**config.mk**
```make
export PLATFORM = sky130hd
export DESIGN_NAME = uart_tx_arbiter
export DESIGN_NICKNAME = d
export VERILOG_FILES = /design/src/rtl/uart_tx_arb_pkg.sv /design/src/rtl/rr_arbiter.sv /design/src/rtl/uart_tx_arbiter.sv
export SDC_FILE = /design/constraint.sdc
export NUM_CORES = 1
export LEC_CHECK = 0
export CAP_MARGIN = 20
export CORE_MARGIN = 2
export CORE_UTILIZATION = 39
export DETAILED_ROUTE_END_ITERATION = 12
export GPL_ROUTABILITY_DRIVEN = 1
export PLACE_DENSITY = 0.91
export SYNTH_ARGS = -nofsm -noshare
export SYNTH_HDL_FRONTEND = slang
export SYNTH_SLANG_ARGS = --single-unit
```
**constraint.sdc**
```tcl
create_clock -name clk -period 2.9 [get_ports clk]
set_clock_uncertainty 0.15 [all_clocks]
set_input_delay 0.87 -clock clk [delete_from_list [all_inputs] [get_ports clk]]
set_output_delay 0.87 -clock clk [all_outputs]
set_load 0.01 [all_outputs]
```
**src/rtl/uart_tx_arb_pkg.sv**
```systemverilog
// ============================================================================
// Module : uart_tx_arb_pkg
// Brief  : State encoding, header tag and ID-width helper for uart_tx_arbiter.
// Rev    : 1.0  initial release
// ============================================================================
`default_nettype none

package uart_tx_arb_pkg;

    typedef enum logic [1:0] {
        ST_IDLE = 2'd0,
        ST_HDR  = 2'd1,
        ST_DATA = 2'd2
    } arb_state_t;

    localparam logic [3:0] HDR_TAG = 4'hA;

    // Width of an index into N requesters, never less than one bit.
    function automatic int id_width(input int n);
        return (n <= 2) ? 1 : $clog2(n);
    endfunction

endpackage

`default_nettype wire

```
**src/rtl/rr_arbiter.sv**
```systemverilog
// ============================================================================
// Module : rr_arbiter
// Brief  : Combinational round-robin picker; first set request after i_ptr.
// Rev    : 1.0  initial release
// ============================================================================
`default_nettype none

module rr_arbiter #(
    parameter int N_REQ = 4,
    parameter int ID_W  = 2
) (
    input  logic [N_REQ-1:0] i_req,
    input  logic [ID_W-1:0]  i_ptr,
    output logic [ID_W-1:0]  o_grant,
    output logic             o_any_req
);

    // Walk offsets from farthest to nearest so the nearest hit is written last.
    always_comb begin
        o_grant   = '0;
        o_any_req = 1'b0;
        for (int j = N_REQ; j >= 1; j--) begin
            if (i_req[(int'(i_ptr) + j) % N_REQ]) begin
                o_grant   = ID_W'((int'(i_ptr) + j) % N_REQ);
                o_any_req = 1'b1;
            end
        end
    end

endmodule

`default_nettype wire

```
**src/rtl/uart_tx_arbiter.sv**
```systemverilog
// ============================================================================
// Module : uart_tx_arbiter
// Brief  : Round-robin, message-atomic sharing of the UART TX port.
//          Optional ID header byte enabled by UART_TX_ARB_ID_HDR_EN.
// Rev    : 1.0  initial release
// ============================================================================
`default_nettype none

module uart_tx_arbiter
    import uart_tx_arb_pkg::*;
#(
    parameter int N_REQ        = 4,
    parameter int D_BITS       = 8,
    parameter int IDLE_TIMEOUT = 1024,
    localparam int ID_W        = id_width(N_REQ)
) (
    input  logic                      clk,
    input  logic                      reset_n,
    input  logic [N_REQ-1:0]          req_valid,
    input  logic [N_REQ*D_BITS-1:0]   req_data,
    input  logic [N_REQ-1:0]          req_last,
    output logic [N_REQ-1:0]          req_ready,
    output logic [D_BITS-1:0]         w_data,
    output logic                      wr_uart,
    input  logic                      tx_full,
    output logic                      busy,
    output logic [ID_W-1:0]           grant_id,
    output logic                      timeout_err
);

    localparam int CNT_W = (IDLE_TIMEOUT > 1) ? $clog2(IDLE_TIMEOUT) : 1;
    localparam logic [CNT_W-1:0] C_CNT_LIMIT = CNT_W'(IDLE_TIMEOUT - 1);
    localparam logic [ID_W-1:0]  C_PTR_INIT  = ID_W'(N_REQ - 1);

    arb_state_t         r_state;
    logic [ID_W-1:0]    r_ptr;
    logic [ID_W-1:0]    r_gid;
    logic [CNT_W-1:0]   r_cnt;
    logic               r_timeout_err;

    logic [ID_W-1:0]    w_pick;
    logic               w_any_req;
    logic               w_gnt_valid;
    logic               w_gnt_last;
    logic [D_BITS-1:0]  w_gnt_data;
    logic               w_xfer;

    rr_arbiter #(
        .N_REQ (N_REQ),
        .ID_W  (ID_W)
    ) u_rr_arbiter (
        .i_req     (req_valid),
        .i_ptr     (r_ptr),
        .o_grant   (w_pick),
        .o_any_req (w_any_req)
    );

    assign w_gnt_valid = req_valid[r_gid];
    assign w_gnt_last  = req_last[r_gid];
    assign w_gnt_data  = req_data[int'(r_gid)*D_BITS +: D_BITS];
    assign w_xfer      = (r_state == ST_DATA) && w_gnt_valid && !tx_full;

    // Handshake and write strobe are combinational so a byte moves in the cycle it is offered.
    always_comb begin
        req_ready = '0;
        wr_uart   = 1'b0;
        w_data    = '0;
        if (r_state == ST_DATA) begin
            req_ready[r_gid] = !tx_full;
        end
        if (w_xfer) begin
            wr_uart = 1'b1;
            w_data  = w_gnt_data;
        end
`ifdef UART_TX_ARB_ID_HDR_EN
        if ((r_state == ST_HDR) && !tx_full) begin
            wr_uart = 1'b1;
            w_data  = D_BITS'({HDR_TAG, 4'h0}) | D_BITS'(r_gid);
        end
`endif
    end

    always_ff @(posedge clk or negedge reset_n) begin
        if (!reset_n) begin
            r_state       <= ST_IDLE;
            r_ptr         <= C_PTR_INIT;
            r_gid         <= '0;
            r_cnt         <= '0;
            r_timeout_err <= 1'b0;
        end else begin
            r_timeout_err <= 1'b0;
            case (r_state)
                ST_IDLE: begin
                    r_cnt <= '0;
                    if (w_any_req) begin
                        r_gid <= w_pick;
                        r_ptr <= w_pick;
`ifdef UART_TX_ARB_ID_HDR_EN
                        r_state <= ST_HDR;
`else
                        r_state <= ST_DATA;
`endif
                    end
                end
                ST_HDR: begin
                    if (!tx_full) begin
                        r_state <= ST_DATA;
                    end
                end
                ST_DATA: begin
                    if (w_xfer && w_gnt_last) begin
                        r_state <= ST_IDLE;
                        r_cnt   <= '0;
                    end else if (!w_gnt_valid) begin
                        // Only an absent requester ages the grant; tx_full stalls do not.
                        if (r_cnt == C_CNT_LIMIT) begin
                            r_timeout_err <= 1'b1;
                            r_state       <= ST_IDLE;
                            r_cnt         <= '0;
                        end else begin
                            r_cnt <= r_cnt + 1'b1;
                        end
                    end else begin
                        r_cnt <= '0;
                    end
                end
                default: begin
                    r_state <= ST_IDLE;
                end
            endcase
        end
    end

    assign busy        = (r_state != ST_IDLE);
    assign grant_id    = r_gid;
    assign timeout_err = r_timeout_err;

endmodule

`default_nettype wire

```
==> summary.txt, run 1 <==
Run status
  • Outcome: finished, violations left
  • Violated checks: negative setup slack

Worst setup path
  • R2R Setup Slk: a little under 0.7 ns
  • Critical path required time: around 1.9 ns
  • CP arrival: ~1.9 ns
  • Worst setup path start: req_valid[3]
  • Crit Path Category: in2out
  • Critical register-to-register path startpoint: grant_id[1]
  • CP Max Fanout: 4
  • Crit path capture type: output port
  • Type of origin of the critical path: input port

Global route
  • Vias in the first global route: around 1200
  • Total Routing Usage GR: 0.218
  • Initial antenna violation count: 1
  • Total gr overflow: 0
  • First-pass GRT wire length: around 5500 microns
  • Largest net degree at the start of global routing: 17

Synthesis
  • Mux cell area share after synthesis: 0.208
  • Syn nets: approximately 150
  • Simple-Gate Fraction of Synth Area: 0.247
  • Adder-cell area share of the yosys netlist: 0.0108
  • Count of synthesis-stage warnings from yosys: 0
  • Xor/xnor share of the synthesized area: 0.0606
  • Post-Syn Area: around 1200 sq um
  • Mean Syn Cell Area: approximately 11 sq um
  • Syn Inst Count: 110
  • Combinational family with the most area after synthesis: simple AND/OR/NAND/NOR gates
  • Complex-gate fraction of the synthesized area: 0.0790
  • Sequential area share after synthesis: 0.348
  • Library cells used by synthesis: 33
  • Flops & latches, synth: 16

STA
  • Fin crit share: 1.01
  • Worst slew pin tran: 0.693 ns
  • Final setup vio count: 5
  • Final worst path period need: between 2 and 3 ns
  • Endpoints failing hold: 0
  • Worst setup margin: -0.0334 ns
  • Slew Limit Fails: 0
  • Setup TNS: -0.138 ns
  • Slew HR: 0.536
  • RSZ-0062 raised after global routing: true
  • F_max: 341 MHz

Clocking
  • Root buf cell: clkbuf_4
  • Clock transition at the registers of the reported paths: approximately 0.10 ns
  • Worst-Skew Late Latency: slightly below 0.3 ns
  • Cts bufs inserted: 3
  • Hold-fix buffers at CTS: 0
  • Clock tree sinks: 16
  • CTS tree: yes
  • Max Buffers Root-to-Sink: 2
  • H-tree level count: 1

Drt
  • # DRC: 0
  • DR vias: around 1200
  • Vias/cell: 5.55
  • DRT Pass-1 Iters: 4
  • ANT nets after route: 0
  • Wire length per cell: approximately 17 microns
  • First DRT Iteration DRCs: 39
  • Detailed-route wire length: 3800 microns

Floorplanning
  • Core area: roughly 2800 sq um
  • # rows: 19
  • Die span in x: between 50 and 60 microns
  • Initial Util: 0.416
  • # IOs: 60
  • Die Ht: 58.4 microns
  • Die area: 3420 sq um

Flow run
  • Max cap viols: 0

Hold path
  • Hold path start: r_ptr[0]
  • HP Class: reg2reg

Layout
  • Final net count: between 200 and 250
  • Synthesis-to-finish area growth: 67.9%
  • Layout Utilization: 0.698
  • Share of layout cells above drive strength 1: 0.326

Place
  • Final HPWL DP: between 2000 and 3000 microns
  • Port buffer count: between 50 and 60
  • Global placer's final weighted congestion: between 0.7 and 0.8

Power
  • Pleak: approximately 0.00095 uW
  • Max VDD drop: roughly 0.00055 V
  • Tot Pwr: 1340 uW
  • Cell Pwr Density: 690 nW/um^2
==> state kept, by name, indices dropped and copies added, names as in the netlist <==
signal and flops:
r_state 1, r_cnt 10, r_ptr 2, grant_id 2, timeout_err 1
==> cells in the final DEF, fill, tap and decap left out, types with 6 or more instances in the layout <==
cell             instances
nor2_1                  16
dlygate4sd2_1           31
clkdlybuf4s50_1          9
nand2_1                  8
and3_1                   6
mux4_2                  10
buf_4                   16
dfrtp_1                 13
xor2_1                   7
and3_4                   6
buf_6                   11
==> critical path, cell delays in order <==
cell and delay, ns:
buf_8 0.10, mux4_2 0.52, buf_6 0.15, and3_4 0.16, buf_6 0.11
==> layout make-up <==
type / count / area [sq um]
fillers: 227 / 841
well taps: 31 / 38.8
inverters: 4 / 15.0
diodes: 1 / 2.50
clock buffers: 4 / 36.3
multi-input cells: 85 / 741
repair buffers: 78 / 703
flip-flops and latches: 16 / 404
==> kinds of logic after synthesis <==
| group | after synthesis |
|---|---|
| buffers and inverters | 10 |
| flip-flops | 16 |
| AO/OA/AOI/OAI | 13 |
| multiplexers | 10 |
| adder cells (fa/ha/maj) | 1 |
| XOR/XNOR | 8 |
| AND/OR/NAND/NOR | 52 |
==> what timing repair did <==
item / 4_1_cts / 5_1_grt
endpoints found under the setup margin: 13 / 7
gates cloned: 1 / 0
setup buffers: 7 / 1
pin swaps: 8 / 5
gates resized for setup: 113 / 11
==> cell usage after synthesis <==
cell / count / share of area
nand2b_4: 2 / 0.024
a21o_1: 3 / 0.019
a21oi_1: 1 / 0.0043
and3_1: 12 / 0.065
or2_2: 1 / 0.0054
mux4_1: 4 / 0.091
o21ai_0: 3 / 0.013
dfstp_2: 2 / 0.045
buf_6: 2 / 0.019
a31oi_1: 1 / 0.0054
a21bo_2: 1 / 0.0087
inv_1: 4 / 0.013
dfrtp_1: 14 / 0.30
nand4_1: 3 / 0.016
clkbuf_1: 3 / 0.0097
nand2_1: 8 / 0.026
nor4_1: 1 / 0.0054
buf_2: 1 / 0.0043
xnor2_1: 1 / 0.0076
and3b_1: 2 / 0.015
nor2_1: 16 / 0.052
and4_1: 1 / 0.0076
mux4_2: 6 / 0.12
o221ai_1: 1 / 0.0076
ha_1: 1 / 0.011
a21boi_0: 1 / 0.0065
nand2b_1: 1 / 0.0054
nor3b_1: 1 / 0.0065
a211oi_1: 1 / 0.0065
nand3_1: 3 / 0.013
xor2_1: 7 / 0.053
a2bb2oi_1: 1 / 0.0076
nor2b_1: 1 / 0.0054
==> through the flow <==
| stage | std cells | area, sq um | setup slack (ns) | hold slack (ns) |
|---|---|---|---|---|
| 6_report | 219 | 1940 | -0.0334 | 0.336 |
| 5_1_grt | 219 | 1940 | -0.0466 | 0.350 |
| 4_1_cts | 217 | 1890 | -0.0325 | 0.331 |
| 3_5_place_dp | 205 | 1830 | -0.653 | 0.316 |
| 3_3_place_gp | 205 | 1830 | -0.622 | 0.316 |
| 2_1_floorplan | 110 | 1160 | 0.192 | 0.302 |
==> final timing paths <==
path / endpoint / cells past startpoint
setup / recovery: w_data[3] / 5
hold / removal: r_ptr[0] / 2
setup reg to reg: r_cnt[7] / 7
hold reg to reg: r_ptr[0] / 2
max in group asynchronous: grant_id[0] / 1
min in group asynchronous: r_state[1] / 1
==> layer usage <==
layer,vias to the layer above,GRT usage,part of all wire
met5,-,0,0
met4,0,0.0997,0.033
met3,13,0.0352,0.083
met2,56,0.417,0.53
met1,587,0.231,0.35
li1,559,-,-
==> report_power, final <==
group	switching [uW]	internal [uW]
combinational	329	502
sequential	80.1	280
clock	70.8	76.6
Note: power is estimated with default switching activity, not from simulation.
==> inputs of run 2 (changes only) <==
Settings changed: CORE_UTILIZATION 39 to 42, CTS_CLUSTER_DIAMETER set to 100, PLACE_DENSITY 0.91 to 0.95.
Clock period 2.9 ns to 3.6 ns, I/O delays scaled along.
==> run 2 against run 1 <==
  * The run now ends clean
  * Power fell by 27%
  * Count of clock-buffer cells in the layout did not move
  * Worst hold slack better by 0.013 ns
  * Clock power shrank 19%
  * Design area shrank 5.9%
  * Global-route usage up 1.4 points
  * Core utilization shrank 1.8 points
  * Critical path type unchanged
  * Largest power group unchanged
==> summary.txt, run 2 (synthesis results as in run 1) <==
Global route
  • Largest net degree at the start of global routing: 18 (was 17)
  • Vias in the first global route: 1253 (was 1170)
  • Total gr overflow: 0 (unchanged)
  • First-pass GRT wire length: 5750 microns (was 5500 microns)
  • Total Routing Usage GR: 0.232 (was 0.218)
  • Initial antenna violation count: 0 (was 1)

Worst setup path
  • Type of origin of the critical path: input port (unchanged)
  • Slowest stage cell, crit path: mux4_2 (unchanged)
  • Crit path capture type: output port (unchanged)
  • Crit-path max cell delay: 0.48 ns (was 0.52 ns)
  • CP Max Fanout: 1 (was 4)
  • Crit-path cells: clkdlybuf4s50_1 -> mux4_2 -> and3_1 -> buf_2 (was buf_8 -> mux4_2 -> buf_6 -> and3_4 -> buf_6)
  • CP arrival: 2.32 ns (was 1.91 ns)
  • Critical path required time: 2.37 ns (was 1.88 ns)
  • Crit Path Category: in2out (unchanged)

Place
  • Global placer's final weighted congestion: 0.800 (was 0.798)
  • Placed cell count: 202 (was 205)
  • Port buffer count: 59 (unchanged)
  • Final HPWL DP: 2610 microns (was 2870 microns)

Floorplanning
  • Initial Util: 0.430 (was 0.416)
  • Core area: 2690 sq um (was 2780 sq um)
  • Die area: 3190 sq um (was 3420 sq um)
  • # rows: 19 (unchanged)
  • # IOs: 60 (unchanged)
  • Die span in x: 56.5 microns (was 58.4 microns)
  • Die Ht: 56.5 microns (was 58.4 microns)

Run status
  • Outcome: completed (was finished, violations left)

Clocking
  • Hold-fix buffers at CTS: 0 (unchanged)
  • Clock tree sinks: 16 (unchanged)
  • Root buf cell: clkbuf_4 (unchanged)
  • Max Buffers Root-to-Sink: 2 (unchanged)
  • Worst-Skew Late Latency: 0.29 ns (about the same)
  • H-tree level count: 1 (unchanged)
  • Cts bufs inserted: 3 (unchanged)
  • CTS tree: yes (unchanged)
  • Clock transition at the registers of the reported paths: 0.09 ns (was 0.10 ns)

Drt
  • # DRC: 0 (unchanged)
  • DRT Pass-1 Iters: 4 (unchanged)
  • Vias/cell: 5.56 (was 5.55)
  • DR vias: 1167 (was 1215)
  • ANT nets after route: 0 (unchanged)
  • Wire length per cell: 16.3 microns (was 17.4 microns)
  • Detailed-route wire length: 3430 microns (was 3800 microns)
  • First DRT Iteration DRCs: 35 (was 39)

Layout
  • Share of layout cells above drive strength 1: 0.246 (was 0.326)
  • Commonest non-fill, non-tap cell in the layout: clkdlybuf4s50_1 (was dlygate4sd2_1)
  • N_diodes: 0 (was 1)
  • Most flop-heavy register: r_cnt (unchanged)
  • Most frequent cells in the layout: clkdlybuf4s50_1, nor2_1, dfrtp_1 (was dlygate4sd2_1, nor2_1, buf_4)
  • Max reg flops: 10 (unchanged)
  • Non-Filler Instances: 210 (was 219)
  • Synthesis-to-finish area growth: 57.9% (was 67.9%)
  • Final net count: 224 (was 232)

STA
  • Worst slew pin tran: 0.687 ns (was 0.693 ns)
  • F_max: approximately 280 MHz
  • RSZ-0062 raised after global routing: false (was true)
  • Final worst path period need: between 3 and 4 ns
  • Endpoints failing hold: 0 (unchanged)
  • Slew HR: 0.540 (was 0.536)
  • Final setup vio count: 0 (was 5)
  • Fin crit share: 0.985
  • Slew Limit Fails: 0 (unchanged)

Power
  • Pleak: 0.000877 uW (was 0.000945 uW)
  • Max VDD drop: 0.000333 V (was 0.000553 V)
  • Cell Pwr Density: 537 nW/um^2 (was 690 nW/um^2)
  • Tot Pwr: 981 uW (was 1340 uW)

Hold path
  • HP Class: reg2reg (unchanged)

Flow run
  • Max cap viols: 0 (unchanged)
run 2: cell types whose count changed in the layout (fill, tap and decap cells not counted), sizes merged:
cell | before | now
clkbuf | 4 | 10
clkdlybuf4s50 | 9 | 42
clkdlybuf4s15 | 6 | 0
diode | 1 | 0
dlygate4sd2 | 31 | 5
buf | 32 | 17
run 2: worst paths after layout:
path	start	endpoint	slack [ns]	depth (start not counted)
max	req_data[28]	w_data[4]	0.05	4
min	r_ptr[0]	r_ptr[0]	0.35	2
max reg2reg	grant_id[1]	r_cnt[5]	1.50	6
min reg2reg	r_ptr[0]	r_ptr[0]	0.35	2
max in group asynchronous	reset_n	grant_id[1]	1.82	1
min in group asynchronous	reset_n	r_cnt[2]	1.04	1
run 2: area by class of cell:
cell class                      instances  area (sq um)
Clock buffer                            4          36.3
Fill cell                             205           861
Inverter                                4          15.0
Multi-Input combinational cell         85           722
Sequential cell                        16           403
Tap cell                               31          38.8
Timing Repair Buffer                   70           611
run 2: timing repair:
action                     CTS  global route
setup endpoints to repair   13             4
cloned                       1             0
buffers inserted             3             0
resized for setup           39            14
run 2: metrics by stage:
stage	cell area [sq um]	setup WS [ns]	hold WS, ns	setup TNS, ns	util
final	1830	0.0545	0.349	0	0.680
after global routing	1830	0.0159	0.390	0	0.680
after floorplan	1160	0.472	0.302	0	-
after global placement	1810	-0.345	0.316	-3.53	0.673
after CTS	1850	0.0000620	0.354	0	0.690
after detailed placement	1810	-0.385	0.339	-4.05	0.673
run 2: routing by layer:
layer  global-route usage  routed length, microns  up-vias
li1                     -                       -      545
met1                0.270                    1340      558
met2                0.412                    1750       55
met3               0.0576                     268        9
met4               0.0816                      72        0
met5                    0                       0        -
run 2: worst max-delay path, delay by kind of cell:
| family | cells | cell delay (ns) |
|---|---|---|
| buf+inv | 2 | 0.55 |
| mux | 1 | 0.48 |
| simple gates | 1 | 0.20 |
run 2: power breakdown:
group          internal, uW  switching [uW]
clock                  61.7            57.8
combinational           335             222
sequential              224            81.0
==> inputs of run 3 (changes only) <==
Settings changed: CTS_CLUSTER_SIZE set to 10, GPL_TIMING_DRIVEN set to 0.
==> run 3 against run 2 <==
  * Design area is 1.1% lower
  * Via count grew 0.17%
  * Sequential cell count did not move
  * Count of clock-buffer cells in the layout unchanged
  * Critical path type unchanged
  * Die area is the same
  * Largest cell class unchanged
  * Clock power fell by 20%
  * Core utilization fell by 0.75 points
==> summary.txt, run 3 (synthesis results as in run 1) <==
STA
  • Worst slew pin tran: 0.683 ns (was 0.687 ns)
  • Final worst path period need: 3.56 ns (was 3.55 ns)
  • F_max: 281 MHz (was 282 MHz)
  • Endpoints failing hold: 0 (unchanged)
  • RSZ-0062 raised after global routing: false (unchanged)
  • Slew HR: 0.543 (was 0.540)
  • Fin crit share: 0.988 (was 0.985)
  • Slew Limit Fails: 0 (unchanged)
  • Final setup vio count: 0 (unchanged)

Global route
  • Total Routing Usage GR: 0.235 (was 0.232)
  • Vias in the first global route: 1234 (was 1253)
  • First-pass GRT wire length: 5800 microns (was 5750 microns)
  • Initial antenna violation count: 0 (unchanged)
  • Total gr overflow: 0 (unchanged)
  • Largest net degree at the start of global routing: 17 (was 18)

Worst setup path
  • Buffer and inverter count on the worst path: 2 (unchanged)
  • Critical path required time: 2.37 ns (about the same)
  • Critical register-to-register path startpoint: grant_id[0] (was grant_id[1])
  • Critical Path End: w_data[3] (was w_data[4])
  • Worst setup path start: req_data[27] (was req_data[28])
  • CP Max Fanout: 1 (unchanged)
  • Crit-path max cell delay: 0.45 ns (was 0.48 ns)
  • WP depth: 4 (unchanged)
  • Crit-path cells: clkdlybuf4s50_1 -> mux4_2 -> and3_1 -> clkdlybuf4s15_1 (was clkdlybuf4s50_1 -> mux4_2 -> and3_1 -> buf_2)
  • Type of origin of the critical path: input port (unchanged)
  • CP arrival: 2.33 ns (was 2.32 ns)
  • Crit Path Category: in2out (unchanged)
  • RR Endpoint: r_cnt[3] (was r_cnt[5])
  • Crit path capture type: output port (unchanged)
  • Slowest stage cell, crit path: mux4_2 (unchanged)
  • CP delay by family, top: buffers and inverters (unchanged)
  • FF-to-FF path depth: 7 (was 6)
  • R2R Setup Slk: 1.58 ns (was 1.50 ns)

Floorplanning
  • Die span in x: 56.5 microns (unchanged)
  • Die Ht: 56.5 microns (unchanged)
  • Core area: 2690 sq um (unchanged)
  • Initial Util: 0.430 (unchanged)
  • # rows: 19 (unchanged)
  • Die area: 3190 sq um (unchanged)
  • # IOs: 60 (unchanged)

Clocking
  • H-tree level count: 1 (unchanged)
  • Max Buffers Root-to-Sink: 2 (unchanged)
  • Worst-Skew Late Latency: 0.28 ns (was 0.29 ns)
  • Cts bufs inserted: 3 (unchanged)
  • CTS tree: yes (unchanged)
  • Clock transition at the registers of the reported paths: 0.08 ns (was 0.09 ns)
  • Root buf cell: clkbuf_4 (unchanged)
  • Hold-fix buffers at CTS: 0 (unchanged)
  • Clock tree sinks: 16 (unchanged)

Drt
  • ANT nets after route: 0 (unchanged)
  • Wire length per cell: 17.3 microns (was 16.3 microns)
  • First DRT Iteration DRCs: 52 (was 35)
  • Vias/cell: 5.65 (was 5.56)
  • # DRC: 0 (unchanged)
  • DRT Pass-1 Iters: 4 (unchanged)
  • DR vias: 1169 (was 1167)
  • Detailed-route wire length: 3580 microns (was 3430 microns)

Layout
  • Layout Utilization: 0.672 (was 0.680)
  • Commonest non-fill, non-tap cell in the layout: clkdlybuf4s50_1 (unchanged)
  • Most flop-heavy register: r_cnt (unchanged)
  • Fill count: 200 (was 205)
  • Synthesis-to-finish area growth: 56.2% (was 57.9%)
  • Multi-input gate area: 726 sq um (was 722 sq um)
  • Share of layout cells above drive strength 1: 0.210 (was 0.246)
  • N_diodes: 0 (unchanged)
  • Most frequent cells in the layout: clkdlybuf4s50_1, nor2_1, dfrtp_1 (unchanged)
  • Max reg flops: 10 (unchanged)
  • FF/Latch Area: 403 sq um (unchanged)
  • Non-Filler Instances: 207 (was 210)
  • Final net count: 221 (was 224)

Hold path
  • HP Class: reg2reg (unchanged)
  • Hold path start: r_ptr[0] (unchanged)

Power
  • Clock power share: 0.098 (was 0.122)
  • Max VDD drop: 0.000433 V (was 0.000333 V)
  • Sw frac: 0.376 (was 0.368)
  • Cell Pwr Density: 537 nW/um^2 (about the same)
  • Sw Pwr: 364 uW (was 361 uW)
  • Gate power share: 0.610 (was 0.567)
  • Sequential share of power: 0.291 (was 0.311)
  • Cell Int Power: 605 uW (was 620 uW)
  • Tot Pwr: 969 uW (was 981 uW)
  • Pleak: 0.000856 uW (was 0.000877 uW)

Run status
  • Outcome: completed (unchanged)

Flow run
  • Max cap viols: 0 (unchanged)

Place
  • Port buffer count: 59 (unchanged)
  • Global placer's final weighted congestion: 0.843 (was 0.800)
  • Placed cell count: 200 (was 202)
  • Final HPWL DP: 2580 microns (was 2610 microns)
run 3: final cells by class:
type	count	area share
flip-flops and latches	16	0.223
well taps	31	0.0215
plain buffers	5	0.0249
clock buffers	4	0.0146
multi-input cells	85	0.402
inverters	4	0.00832
repair buffers	62	0.306
run 3: worst min-delay path by stage:
stage	cells past startpoint	slack, ns	to
2_1_floorplan	2	0.30	r_ptr[0]
4_1_cts	2	0.34	r_ptr[0]
3_5_place_dp	2	0.32	r_ptr[0]
5_1_grt	2	0.37	r_ptr[0]
6_report	2	0.33	r_ptr[0]
3_3_place_gp	2	0.32	r_ptr[0]
run 3: worst min-delay path, cell delays in order (launching register included):
cell     delay, ns
dfstp_2       0.39
nand2_1       0.05
nand2_1       0.05
run 3: through the flow:
step	setup WS, ns	setup TNS [ns]	instance area [sq um]	hold WS, ns
global placement	-0.612	-6.22	1790	0.315
CTS	0.0196	0	1830	0.335
detailed placement	-0.671	-6.77	1790	0.321
floorplan	0.472	0	1160	0.302
global route	0.00260	0	1810	0.365
finish	0.0418	0	1810	0.332
run 3: power groups by stage:
stage | clock network, uW | registers (uW) | logic [uW]
finish | 95.0 | 282 | 591
global placement | 0 | 277 | 551
global route | 105 | 289 | 639
floorplan | 0 | 274 | 351
detailed placement | 0 | 283 | 572
CTS | 98.6 | 281 | 591
run 3: per-layer routing:
metal	vias to the layer above	GRT usage	share of wire
li1	539	-	-
met1	564	0.267	0.39
met2	62	0.439	0.52
met3	4	0.0392	0.081
met4	0	0.0782	0.013
met5	-	0	0
run 3: timing repair:
action / in CTS / in global routing
resized for setup: 51 / 4
buffers inserted: 3 / 0
cloned: 1 / 0
endpoints found under the setup margin: 13 / 4
